--- src/rtl/add_sub_pipe_if.sv ---
// Operand/result bundle for the pipelined add/sub unit, valid/ready on both sides.
// Latency: none; a wiring bundle only.
// Backpressure: out_ready from the consumer, in_ready back to the issuer.
interface add_sub_pipe_if #(
    parameter int WIDTH = 32
);
    logic             in_valid;
    logic             in_ready;
    logic [1:0]       op;
    logic [WIDTH-1:0] a;
    logic [WIDTH-1:0] b;
    logic             out_valid;
    logic             out_ready;
    logic [WIDTH-1:0] result;
    logic             c_out;
    logic             ovf;
    logic             zero;
    logic             neg;

    // Issuer/consumer side: drives operands and out_ready, observes results.
    modport master (
        output in_valid, op, a, b, out_ready,
        input  in_ready, out_valid, result, c_out, ovf, zero, neg
    );

    // Execution unit side.
    modport slave (
        input  in_valid, op, a, b, out_ready,
        output in_ready, out_valid, result, c_out, ovf, zero, neg
    );
endinterface

--- src/rtl/add_sub_pipe.sv ---
// Skewed-pipeline carry-lookahead ADD/SUB/SLT/SLTU unit with carry, overflow, zero and negative flags.
// Latency: STAGES cycles from in_valid&in_ready to out_valid; one transaction per cycle sustained.
// Backpressure: out_valid&~out_ready freezes every stage and drops in_ready in the same cycle.
module add_sub_pipe #(
    parameter int WIDTH  = 32,
    parameter int GROUP  = 4,
    parameter int STAGES = 2
) (
    input  logic          clk,
    input  logic          rst_n,
    add_sub_pipe_if.slave io
);
    // Each stage adds one slice of SW bits, built from NG lookahead groups.
    localparam int SW = WIDTH / STAGES;
    localparam int NG = SW / GROUP;

    localparam logic [1:0] OP_ADD  = 2'b00;
    localparam logic [1:0] OP_SUB  = 2'b01;
    localparam logic [1:0] OP_SLT  = 2'b10;
    localparam logic [1:0] OP_SLTU = 2'b11;

    // Payload carried between stages: upper operand slices not yet added,
    // lower sum slices already produced, and the carry into the next slice.
    typedef struct packed {
        logic [1:0]       op;
        logic             cy;
        logic [WIDTH-1:0] a;
        logic [WIDTH-1:0] bx;
        logic [WIDTH-1:0] s;
    } stage_t;

    // One slice of the adder: GROUP-bit groups export generate/propagate,
    // a second-level lookahead forms the group carries, and each group then
    // resolves its internal bit carries from its own group carry-in.
    function automatic logic [SW:0] cla_add(
        input logic [SW-1:0] x,
        input logic [SW-1:0] y,
        input logic          cin
    );
        logic [SW-1:0] g;
        logic [SW-1:0] p;
        logic [SW-1:0] c;
        logic [NG-1:0] gg;
        logic [NG-1:0] gp;
        logic [NG:0]   gc;
        g = x & y;
        p = x ^ y;
        for (int j = 0; j < NG; j++) begin
            gg[j] = 1'b0;
            gp[j] = 1'b1;
            for (int i = 0; i < GROUP; i++) begin
                gg[j] = g[j*GROUP+i] | (p[j*GROUP+i] & gg[j]);
                gp[j] = gp[j] & p[j*GROUP+i];
            end
        end
        gc[0] = cin;
        for (int j = 0; j < NG; j++) begin
            gc[j+1] = gg[j] | (gp[j] & gc[j]);
        end
        for (int j = 0; j < NG; j++) begin
            c[j*GROUP] = gc[j];
            for (int i = 1; i < GROUP; i++) begin
                c[j*GROUP+i] = g[j*GROUP+i-1] | (p[j*GROUP+i-1] & c[j*GROUP+i-1]);
            end
        end
        return {gc[NG], p ^ c};
    endfunction

    stage_t           pq_dat [STAGES];
    logic             pq_vld [STAGES];
    stage_t           nx_dat [STAGES];
    logic             nx_vld [STAGES];
    stage_t           cur;
    logic             cur_vld;
    logic [SW:0]      sl;
    logic             sub;
    logic             c_msb;
    logic             fin_ovf;
    logic [WIDTH-1:0] fin_res;

    logic             out_valid_q;
    logic [WIDTH-1:0] result_q;
    logic             c_out_q;
    logic             ovf_q;
    logic             zero_q;
    logic             neg_q;
    logic             stall;

    // Hold everything while the consumer refuses a presented result; in_ready
    // depends only on registered state and out_ready, never on in_valid.
    assign stall       = out_valid_q & ~io.out_ready;
    assign io.in_ready = ~stall;

    assign io.out_valid = out_valid_q;
    assign io.result    = result_q;
    assign io.c_out     = c_out_q;
    assign io.ovf       = ovf_q;
    assign io.zero      = zero_q;
    assign io.neg       = neg_q;

    // Walk the stages: decode at the input, add slice k in stage k, then the
    // final stage forms flags and the result mux from the completed sum.
    always_comb begin
        sub     = (io.op != OP_ADD);
        cur_vld = io.in_valid;
        cur.op  = io.op;
        cur.cy  = sub;
        cur.a   = io.a;
        cur.bx  = io.b ^ {WIDTH{sub}};
        cur.s   = '0;
        sl      = '0;
        for (int k = 0; k < STAGES; k++) begin
            sl                = cla_add(cur.a[k*SW +: SW], cur.bx[k*SW +: SW], cur.cy);
            cur.s[k*SW +: SW] = sl[SW-1:0];
            cur.cy            = sl[SW];
            nx_dat[k]         = cur;
            nx_vld[k]         = cur_vld;
            if (k < STAGES - 1) begin
                cur     = pq_dat[k];
                cur_vld = pq_vld[k];
            end
        end
        // Carry into the MSB is recovered from the MSB sum bit and its operands.
        c_msb   = cur.s[WIDTH-1] ^ cur.a[WIDTH-1] ^ cur.bx[WIDTH-1];
        fin_ovf = c_msb ^ cur.cy;
        fin_res = '0;
        case (cur.op)
            OP_ADD, OP_SUB: fin_res    = cur.s;
            OP_SLT:         fin_res[0] = cur.s[WIDTH-1] ^ fin_ovf;
            OP_SLTU:        fin_res[0] = ~cur.cy;
            default:        fin_res    = cur.s;
        endcase
    end

    // Valid bits and the registered result/flags; all frozen during a stall.
    always_ff @(posedge clk or negedge rst_n) begin
        if (!rst_n) begin
            for (int k = 0; k < STAGES; k++) begin
                pq_vld[k] <= 1'b0;
            end
            out_valid_q <= 1'b0;
            result_q    <= '0;
            c_out_q     <= 1'b0;
            ovf_q       <= 1'b0;
            zero_q      <= 1'b0;
            neg_q       <= 1'b0;
        end else if (!stall) begin
            for (int k = 0; k < STAGES - 1; k++) begin
                pq_vld[k] <= nx_vld[k];
            end
            out_valid_q <= cur_vld;
            if (cur_vld) begin
                result_q <= fin_res;
                c_out_q  <= cur.cy;
                ovf_q    <= fin_ovf;
                zero_q   <= (fin_res == '0);
                neg_q    <= fin_res[WIDTH-1];
            end
        end
    end

    // Stage payload needs no reset: it is only ever qualified by its valid bit.
    always_ff @(posedge clk) begin
        if (!stall) begin
            for (int k = 0; k < STAGES - 1; k++) begin
                pq_dat[k] <= nx_dat[k];
            end
        end
    end
endmodule

--- src/flat_wrapper.sv ---
// flat-port wrapper written by rule: the top's interface ports become plain ports
module add_sub_pipe_flat 
#(
    parameter int WIDTH  = 32,
    parameter int GROUP  = 4,
    parameter int STAGES = 2
)
  (clk, rst_n, io_in_valid, io_op, io_a, io_b, io_out_ready, io_in_ready, io_out_valid, io_result, io_c_out, io_ovf, io_zero, io_neg);
  add_sub_pipe_if #(.WIDTH(WIDTH)) io_i ();
  input  logic clk;
  input  logic rst_n;
  input wire logic [$bits(io_i.in_valid)-1:0] io_in_valid;
  input wire logic [$bits(io_i.op)-1:0] io_op;
  input wire logic [$bits(io_i.a)-1:0] io_a;
  input wire logic [$bits(io_i.b)-1:0] io_b;
  input wire logic [$bits(io_i.out_ready)-1:0] io_out_ready;
  output wire logic [$bits(io_i.in_ready)-1:0] io_in_ready;
  output wire logic [$bits(io_i.out_valid)-1:0] io_out_valid;
  output wire logic [$bits(io_i.result)-1:0] io_result;
  output wire logic [$bits(io_i.c_out)-1:0] io_c_out;
  output wire logic [$bits(io_i.ovf)-1:0] io_ovf;
  output wire logic [$bits(io_i.zero)-1:0] io_zero;
  output wire logic [$bits(io_i.neg)-1:0] io_neg;
  assign io_i.in_valid = io_in_valid;
  assign io_i.op = io_op;
  assign io_i.a = io_a;
  assign io_i.b = io_b;
  assign io_i.out_ready = io_out_ready;
  assign io_in_ready = io_i.in_ready;
  assign io_out_valid = io_i.out_valid;
  assign io_result = io_i.result;
  assign io_c_out = io_i.c_out;
  assign io_ovf = io_i.ovf;
  assign io_zero = io_i.zero;
  assign io_neg = io_i.neg;
  add_sub_pipe #(.WIDTH(WIDTH), .GROUP(GROUP), .STAGES(STAGES)) u_core (.clk(clk), .rst_n(rst_n), .io(io_i));
endmodule
--- config.mk ---
export PLATFORM = sky130hd
export DESIGN_NAME = add_sub_pipe_flat
export DESIGN_NICKNAME = d
export VERILOG_FILES = /design/src/rtl/add_sub_pipe_if.sv /design/src/rtl/add_sub_pipe.sv /design/src/flat_wrapper.sv
export SDC_FILE = /design/constraint.sdc
export NUM_CORES = 1
export LEC_CHECK = 0
export CORE_ASPECT_RATIO = 0.5
export CORE_MARGIN = 1.5
export CORE_UTILIZATION = 25
export DETAILED_ROUTE_END_ITERATION = 12
export MAX_ROUTING_LAYER = met4
export PLACE_DENSITY = 0.49
export SETUP_SLACK_MARGIN = 0.5
export SKIP_LAST_GASP = 1
export SLEW_MARGIN = 20
export SYNTH_ARGS = -nofsm -noshare
export SYNTH_HDL_FRONTEND = slang
export SYNTH_SLANG_ARGS = --single-unit
export TNS_END_PERCENT = 1
--- constraint.sdc ---
create_clock -name clk -period 6.4 [get_ports clk]
set_clock_uncertainty 0.1 [all_clocks]
set_input_delay 1.28 -clock clk [delete_from_list [all_inputs] [get_ports clk]]
set_output_delay 1.28 -clock clk [all_outputs]
set_load 0.05 [all_outputs]
==> results of run 1 <==
## layout make-up
type	instances	area (um^2)
multi-input cells	269	2257
repair buffers	111	1096
flip-flops and latches	88	2457
fillers	1961	12840
inverters	62	234.0
clock buffers	10	239.0
clock inverters	6	88.84
well taps	266	332.8
## power by group
group          switching [W]  internal [W]
Clock               0.000218      0.000354
Combinational       0.000525      0.000316
Sequential         0.0000743      0.000739
## how the worst max path moves through the flow
stage	startpoint	to	slack, ns	cells after the start
5_1_grt	io_op[0]	u_core.pq_dat[0][14]$_DFFE_PN_	1.0	13
4_1_cts	io_op[0]	u_core.pq_dat[0][14]$_DFFE_PN_	1.33	13
6_report	io_op[1]	u_core.pq_dat[0][14]$_DFFE_PN_	1.40	13
3_5_place_dp	io_op[0]	u_core.pq_dat[0][14]$_DFFE_PN_	0.96	13
3_3_place_gp	io_op[1]	u_core.pq_dat[0][14]$_DFFE_PN_	1.14	13
2_1_floorplan	io_op[1]	u_core.pq_dat[0][14]$_DFFE_PN_	1.88	13
## critical path, stage by stage
cell and delay, ns:
clkdlybuf4s50_1 0.49, nor2_4 0.52, xnor2_1 0.19, ha_1 0.31, o211ai_1 0.09, a21oi_1 0.15, a211oi_1 0.10, o21ai_0 0.33
a21boi_0 0.19, fa_1 0.42, fa_1 0.39, fa_1 0.49, inv_1 0.04
## flip-flops by register name, indices dropped and copies added, names as in the netlist
register,count
u_core.cur_vld,1
u_core.io.c_out,1
u_core.io.out_valid,1
u_core.io.ovf,1
u_core.io.result,32
u_core.io.zero,1
u_core.pq_dat,51
## stage by stage
stage	setup slack, ns	instance area, um^2
2_1_floorplan	1.882	5004
3_3_place_gp	1.139	6377
3_5_place_dp	0.9596	6377
4_1_cts	1.328	6705
5_1_grt	0.9998	6705
6_report	1.400	6705
## placed cells by master (no fill, tap or decap), drive strengths merged, types with 3 or more instances in the layout
cell,instances
xnor2,38
clkbuf,10
nand2b,21
nand4,8
o21ai,28
o31ai,16
dfrtp,37
xor2,5
a21oi,10
nor4b,5
nor3,6
clkdlybuf4s50,106
a21o,4
a211oi,4
fa,23
ha,32
nand2,36
edfxtp,51
buf,5
nor2,9
nor4,3
inv,63
## cell families after synthesis
kind of cell,Yosys count
xor gates and xnor gates,43
muxes,1
DFF,88
and+or+nand+nor,98
buffers and inverters,77
adders and majority gates,55
AOI/OAI and AO/OA,72
## routing by layer
| metal | track usage | up-vias | routed length [um] |
|---|---|---|---|
| li1 | - | 1701 | - |
| met1 | 0.1584 | 1579 | 5801 |
| met2 | 0.1899 | 46 | 5537 |
| met3 | 0.02370 | 7 | 314 |
| met4 | 0.02222 | 0 | 89 |
| met5 | - | - | 0 |
==> impl_metrics.tcl, run 1 <==
set metrics [dict create \
    hold_depth 2 \
    ys_ff_latch 88 \
    synth-simple-area-share 0.1035 \
    gr-total-overflow 0 \
    min_from "u_core.io.result[24]$_DFFE_PN0P_" \
    dr.pass1.iters 4 \
    worstSetupEndpointType "flip-flop" \
    pin_count 108 \
    h-tree-depth 3 \
    fin_hold_ws_ns 0.3737 \
    crit_fanout 17 \
    place_hpwl_mm 9.312 \
    async_flop_share 0.4205 \
    clkLatencyLatePin_ns 0.34 \
    grt_start_max_net_pins 73 \
    fin_nets 666 \
    synth_top_area_frac 0.3061 \
    worstReg2RegStart "u_core.pq_dat[0][32]$_DFFE_PN_" \
    final_util 0.3430 \
    yosysUniqueCellTypes 44 \
    yosysSeqAreaShare 0.4911 \
    hold_viol 0 \
    yosysMostFrequentCell "inv_1" \
    antenna_found_initial 0 \
    n_antenna_cell 0 \
    status "finished clean" \
    synthAdderAreaFrac 0.1720 \
    max_cap_viol_count 0 \
    regToRegSetupSlack_ns 2.39 \
    rsz0062_at_grt "false" \
    crit_type "in -> reg" \
    die_h_um 103.0 \
    critical_path_arrival_ns 5.00 \
    synth-edff-count 51 \
    area_growth_pct 34.01 \
    power.density_mw_per_mm2 332.0 \
    clockBufferDepth 2 \
    grt_pass1_wl_mm 18.35 \
    post-cts-setup-buffer-count 0 \
    maxSlewViolCount 0 \
    cts_resized 0 \
    die_w_um 203.1 \
    routed_wl_mm 11.74 \
    start_kind "input pin" \
    dp.cells 796 \
    via_count 3333 \
    vias_per_cell 4.105 \
    ant_nets 0 \
    syn_avg_cell_area_um2 11.53 \
    synth_compound_area_frac 0.09452 \
    yosys-top-cells-area "edfxtp_1 31%, dfrtp_1 19%, fa_1 9.2%" \
    clkSinkCount 88 \
    track_usage 0.1189 \
    rr_endpoint "u_core.io.zero$_DFFE_PN0P_" \
    synth_mux_area_frac 0.002251 \
    cts_made_buffers 9 \
    synthFlopType "edfxtp_1" \
    drcViolationCount 0 \
    synth_top_area_cell "edfxtp_1" \
    ir_drop_v 0.0001519 \
    r2r_cells 15 \
    timing.fmax_mhz 200.0 \
    drtIter0Drc 158 \
    dieArea_mm2 0.02092 \
    core_mm2 0.01955 \
    synth_nets 559 \
    setup_tns_ns 0 \
    period_needed_ns 5.000 \
    syn_area_mm2 0.005004 \
    fin_cells 812 \
    hold_path.class "reg -> reg" \
    rows 36 \
    worst_pin_slew_ns 0.8919 \
    synthCells 434 \
    cp.required_ns 6.40 \
    finalPower_w 0.002226 \
    place_congestion 0.7850 \
    grt_pass1_vias 3319 \
    initial_core_util 0.2560 \
    root_buffer "clkbuf_16" \
    final.period_utilization 0.7812 \
    cts_hold_buf 0 \
    layout-drive-gt1-share 0.05311 \
    synth_common_cells "61 x inv_1, 51 x edfxtp_1, 37 x dfrtp_1, 37 x xnor2_1, 35 x nand2_1" \
    finalSetupViolCount 0 \
    holdPathEnd "u_core.io.result[24]$_DFFE_PN0P_" \
    clk_pin_slew_worst_paths_ns 0.07 \
    cts_tree "done" \
    synth_top_family_by_area "adder cells" \
    synthXorXnorAreaFrac 0.07677 \
    portBuffers 107 \
    leakage_nw 2.738 \
    ys.warnings.count 0 \
    slew_headroom 0.4054 \
    wl_per_cell_um 14.46 \
]
(Power assumes the default switching activity.)
==> run 2, diff against run 1 <==
- clock period: 6.4 -> 5.03 ns (I/O delays scaled with it)
==> impl_metrics.tcl, run 2 (synthesis results as in run 1) <==
set metrics [dict create \
    drcViolationCount 0 \
    power.density_mw_per_mm2 411.4 \
    largest_reg_flops 51 \
    slew_headroom 0.4145 \
    ant_nets 0 \
    wl_per_cell_um 14.84 \
    die_h_um 103.0 \
    cp-startpoint "io_op[0]" \
    period_needed_ns 4.343 \
    core_mm2 0.01955 \
    status "finished clean" \
    grt_pass1_wl_mm 19.10 \
    layout_commonest_cell "clkdlybuf4s50_1" \
    cts_tree "done" \
    finalPower_w 0.002762 \
    area_growth_pct 34.16 \
    rsz0062_at_grt "false" \
    worst-path-buf-inv 4 \
    maxSlewViolCount 0 \
    r2r_cells 14 \
    drtIter0Drc 144 \
    track_usage 0.1231 \
    cts_made_buffers 9 \
    crit_fanout 8 \
    cts_hold_buf 0 \
    critical_path_arrival_ns 4.34 \
    final.period_utilization 0.8634 \
    grt_start_max_net_pins 56 \
    hold_depth 2 \
    portBuffers 107 \
    n_antenna_cell 0 \
    grt_pass1_vias 3496 \
    path_cells "clkdlybuf4s50_1 > nor2_4 > buf_4 > buf_4 > buf_4 > xnor2_1 > ha_1 > a21o_1 > a21o_1 > a21oi_1 > a21boi_0 > fa_1 > fa_1 > fa_1 > xnor2_1" \
    gr-total-overflow 0 \
    pin_count 108 \
    mostFrequentLayoutCells "106 x clkdlybuf4s50_1, 61 x inv_1, 51 x edfxtp_1" \
    die_w_um 203.1 \
    worst_pin_slew_ns 0.8783 \
    top_register "u_core.pq_dat" \
    start_kind "input pin" \
    worstSetupEndpointType "flip-flop" \
    dr.pass1.iters 4 \
    multi_input_area_mm2 0.002261 \
    final_util 0.3434 \
    fin_nets 672 \
    h-tree-depth 3 \
    max_cap_viol_count 0 \
    via_count 3382 \
    crit_cells 15 \
    setup_tns_ns 0 \
    clkLatencyLatePin_ns 0.34 \
    hold_viol 0 \
    crit_type "in -> reg" \
    cp_slowest_stage_delay_ns 0.60 \
    cp_top_family "adder cells" \
    routed_wl_mm 12.14 \
    layout-drive-gt1-share 0.06522 \
    root_buffer "clkbuf_16" \
    clockBufferDepth 2 \
    antenna_found_initial 0 \
    fillers 2009 \
    ir_drop_v 0.0001743 \
    cpMaxStageDelayCell "clkdlybuf4s50_1" \
    clkSinkCount 88 \
    seqCellArea_mm2 0.002457 \
    hold_path.class "reg -> reg" \
    finalSetupViolCount 0 \
    leakage_nw 2.755 \
    dieArea_mm2 0.02092 \
    place_hpwl_mm 9.530 \
    rows 36 \
    cp.required_ns 5.02 \
    min_from "u_core.io.result[10]$_DFFE_PN0P_" \
    initial_core_util 0.2560 \
    timing.fmax_mhz 230.3 \
    clk_pin_slew_worst_paths_ns 0.07 \
    vias_per_cell 4.134 \
    worstReg2RegStart "u_core.pq_dat[0][75]$_DFFE_PN_" \
    place_congestion 0.7310 \
]
[run 2: changes by cell type in the layout (fill, tap and decap cells not counted), sizes merged]
cell | before | now
buf | 5 | 11
inv | 63 | 66
bufinv | 2 | 0
clkbuf | 10 | 9
clkinv | 2 | 3
clkinvlp | 1 | 0
[run 2: stage by stage]
step / cell area [um^2] / worst slack, ns / std cells / hold WS, ns
after floorplan: 5004 / 0.7862 / 434 / 0.3818
after global placement: 6392 / 0.2357 / 798 / 0.3662
after detailed placement: 6392 / 0.1169 / 798 / 0.3673
after CTS: 6701 / 0.6152 / 817 / 0.3831
after global routing: 6713 / 0.5399 / 818 / 0.4013
final: 6713 / 0.6871 / 818 / 0.3797
[run 2: final timing paths]
check | endpoint | slack, ns
worst max-delay path | u_core.pq_dat[0][15]$_DFFE_PN_ | 0.69
worst min-delay path | u_core.io.result[10]$_DFFE_PN0P_ | 0.38
worst max register to register | u_core.io.zero$_DFFE_PN0P_ | 0.94
worst min register to register | u_core.io.result[10]$_DFFE_PN0P_ | 0.38
max in group asynchronous | u_core.io.result[26]$_DFFE_PN0P_ | 3.59
min in group asynchronous | u_core.io.result[9]$_DFFE_PN0P_ | 0.68
[run 2: area by class of cell]
| type | count | area share |
|---|---|---|
| Sequential cell | 88 | 0.3661 |
| Multi-Input combinational cell | 269 | 0.3368 |
| Timing Repair Buffer | 117 | 0.1700 |
| Tap cell | 266 | 0.04958 |
| Inverter | 62 | 0.03486 |
| Clock buffer | 9 | 0.03355 |
| Clock inverter | 7 | 0.009133 |
[run 2: tightest hold or removal path: stages (launching register included)]
cell	delay, ns
dfrtp_1	0.35
nand2_1	0.04
o21ai_0	0.05
[run 2: routing by layer]
metal,up-vias,track usage,part of all wire
li1,1706,-,-
met5,-,-,0
met3,0,0.02370,0.035
met1,1621,0.1611,0.49
met2,55,0.1994,0.47
met4,0,0.02735,0
[run 2: power breakdown]
group          switching (W)  leakage (nW)  internal [W]
combinational       0.000668          1.62      0.000405
sequential         0.0000965         0.989      0.000939
clock               0.000306         0.142      0.000347
total                0.00107          2.76       0.00169
[run 2: timing repair]
item | 4_1_cts | 5_1_grt
endpoints found under the setup margin | 1 | 4
setup buffers | 3 | 1
hold endpoints to repair | 0 | 0
pin swaps | 1 | 2
resized for setup | 0 | 2
cloned | 0 | 0
==> run 3, diff against run 2 <==
- CORE_MARGIN: 1.5 -> 4
==> impl_metrics.tcl, run 3 (synthesis results as in run 1) <==
set metrics [dict create \
    portBuffers 107 \
    cts_made_buffers 9 \
    dieArea_mm2 0.02248 \
    period_needed_ns 4.301 \
    largest_reg_flops 51 \
    wl_per_cell_um 15.31 \
    grt_pass1_wl_mm 20.01 \
    die_w_um 208.1 \
    drcViolationCount 0 \
    clockBufferDepth 2 \
    status "finished clean" \
    slew_headroom 0.4038 \
    place_congestion 0.7677 \
    core_mm2 0.01955 \
    hold_depth 2 \
    via_count 3404 \
    ant_nets 0 \
    timing.fmax_mhz 232.5 \
    n_antenna_cell 0 \
    fin_nets 669 \
    rows 36 \
    routed_wl_mm 12.47 \
    r2r_cells 15 \
    clkSinkCount 88 \
    worstSetupEndpointType "flip-flop" \
    hold_path.class "reg -> reg" \
    place_hpwl_mm 9.902 \
    crit_fanout 9 \
    worst_pin_slew_ns 0.8944 \
    cts_hold_buf 0 \
    pin_count 108 \
    fillers 1986 \
    finalSetupViolCount 0 \
    cp.required_ns 5.03 \
    gr-total-overflow 0 \
    dr.pass1.iters 4 \
    area_growth_pct 33.96 \
    initial_core_util 0.2560 \
    track_usage 0.1170 \
    layout-drive-gt1-share 0.06011 \
    crit_type "in -> reg" \
    drtIter0Drc 156 \
    ir_drop_v 0.0001551 \
    grt_pass1_vias 3565 \
    hold_viol 0 \
    dpl_cell_area_mm2 0.006385 \
    cts_tree "done" \
    final.period_utilization 0.8550 \
    top_register "u_core.pq_dat" \
    power.density_mw_per_mm2 413.1 \
    clkLatencyLatePin_ns 0.34 \
    clk_pin_slew_worst_paths_ns 0.07 \
    leakage_nw 2.752 \
    fin_area_mm2 0.006703 \
    grt_start_max_net_pins 55 \
    setup_tns_ns 0 \
    vias_per_cell 4.177 \
    maxSlewViolCount 0 \
    rsz0062_at_grt "false" \
    root_buffer "clkbuf_16" \
    antenna_found_initial 0 \
    start_kind "input pin" \
    h-tree-depth 3 \
    max_cap_viol_count 0 \
    critical_path_arrival_ns 4.30 \
    preCtsSetupSlack_ns 0.04973 \
    worst_slack_ns 0.7293 \
    mostFrequentLayoutCells "105 x clkdlybuf4s50_1, 61 x inv_1, 51 x edfxtp_1" \
    layout_commonest_cell "clkdlybuf4s50_1" \
    die_h_um 108.0 \
]
-- run 3: per-layer routing --
layer | vias to the layer above | routed length, um | GRT usage
met4 | 0 | 123 | 0.02436
met1 | 1634 | 6227 | 0.1584
met3 | 10 | 402 | 0.02638
li1 | 1703 | - | -
met5 | - | 0 | -
met2 | 57 | 5719 | 0.1824
-- run 3: layout make-up --
type                       count  area (um^2)  share of cell area
sequential                    88         2457              0.3666
multi-input combinational    269         2261              0.3373
timing repair buffer         114         1134              0.1691
tap                          266        332.8             0.04965
inverter                      62        234.0             0.03491
clock buffer                   9        225.2             0.03360
clock inverter                 7        58.81            0.008774
-- run 3: worst max-delay path, stage by stage --
cell and delay, ns:
clkdlybuf4s50_1 0.58, nor2_4 0.05, buf_12 0.14, buf_4 0.13
buf_4 0.18, xnor2_1 0.15, ha_1 0.29, a21o_1 0.10
a21o_1 0.10, a21oi_1 0.07, a21boi_0 0.16, fa_1 0.41
fa_1 0.38, fa_1 0.38, xnor2_1 0.14
-- run 3: worst paths after layout --
| path | start | endpoint | slack [ns] |
|---|---|---|---|
| max | io_op[1] | u_core.pq_dat[0][15]$_DFFE_PN_ | 0.73 |
| min | u_core.io.result[24]$_DFFE_PN0P_ | u_core.io.result[24]$_DFFE_PN0P_ | 0.38 |
| max reg2reg | u_core.pq_dat[0][64]$_DFFE_PN_ | u_core.io.zero$_DFFE_PN0P_ | 0.98 |
| min reg2reg | u_core.io.result[24]$_DFFE_PN0P_ | u_core.io.result[24]$_DFFE_PN0P_ | 0.38 |
| max in group asynchronous | rst_n | u_core.io.ovf$_DFFE_PN0P_ | 3.57 |
| min in group asynchronous | rst_n | u_core.io.result[9]$_DFFE_PN0P_ | 0.69 |
-- run 3: stage by stage --
| step | hold WS (ns) | power [W] | cells | utilization |
|---|---|---|---|---|
| 2_1_floorplan | 0.3818 | 0.001726 | 434 | - |
| 5_1_grt | 0.4090 | 0.002937 | 815 | 0.3429 |
| 6_report | 0.3771 | 0.002769 | 815 | 0.3429 |
| 3_5_place_dp | 0.3691 | 0.002150 | 797 | 0.3266 |
| 4_1_cts | 0.3840 | 0.002815 | 815 | 0.3426 |
| 3_3_place_gp | 0.3643 | 0.002138 | 797 | 0.3266 |
-- run 3: power breakdown --
group          internal [W]  total, W  switching, W
Clock              0.000346  0.000652      0.000306
Combinational      0.000405   0.00108      0.000676
Sequential         0.000939   0.00104     0.0000970
-- run 3: what timing repair did --
action                                  4_1_cts  5_1_grt
pin swaps                                     1        0
buffers inserted                              2        0
resized for setup                             0        3
endpoints found under the setup margin        2        3
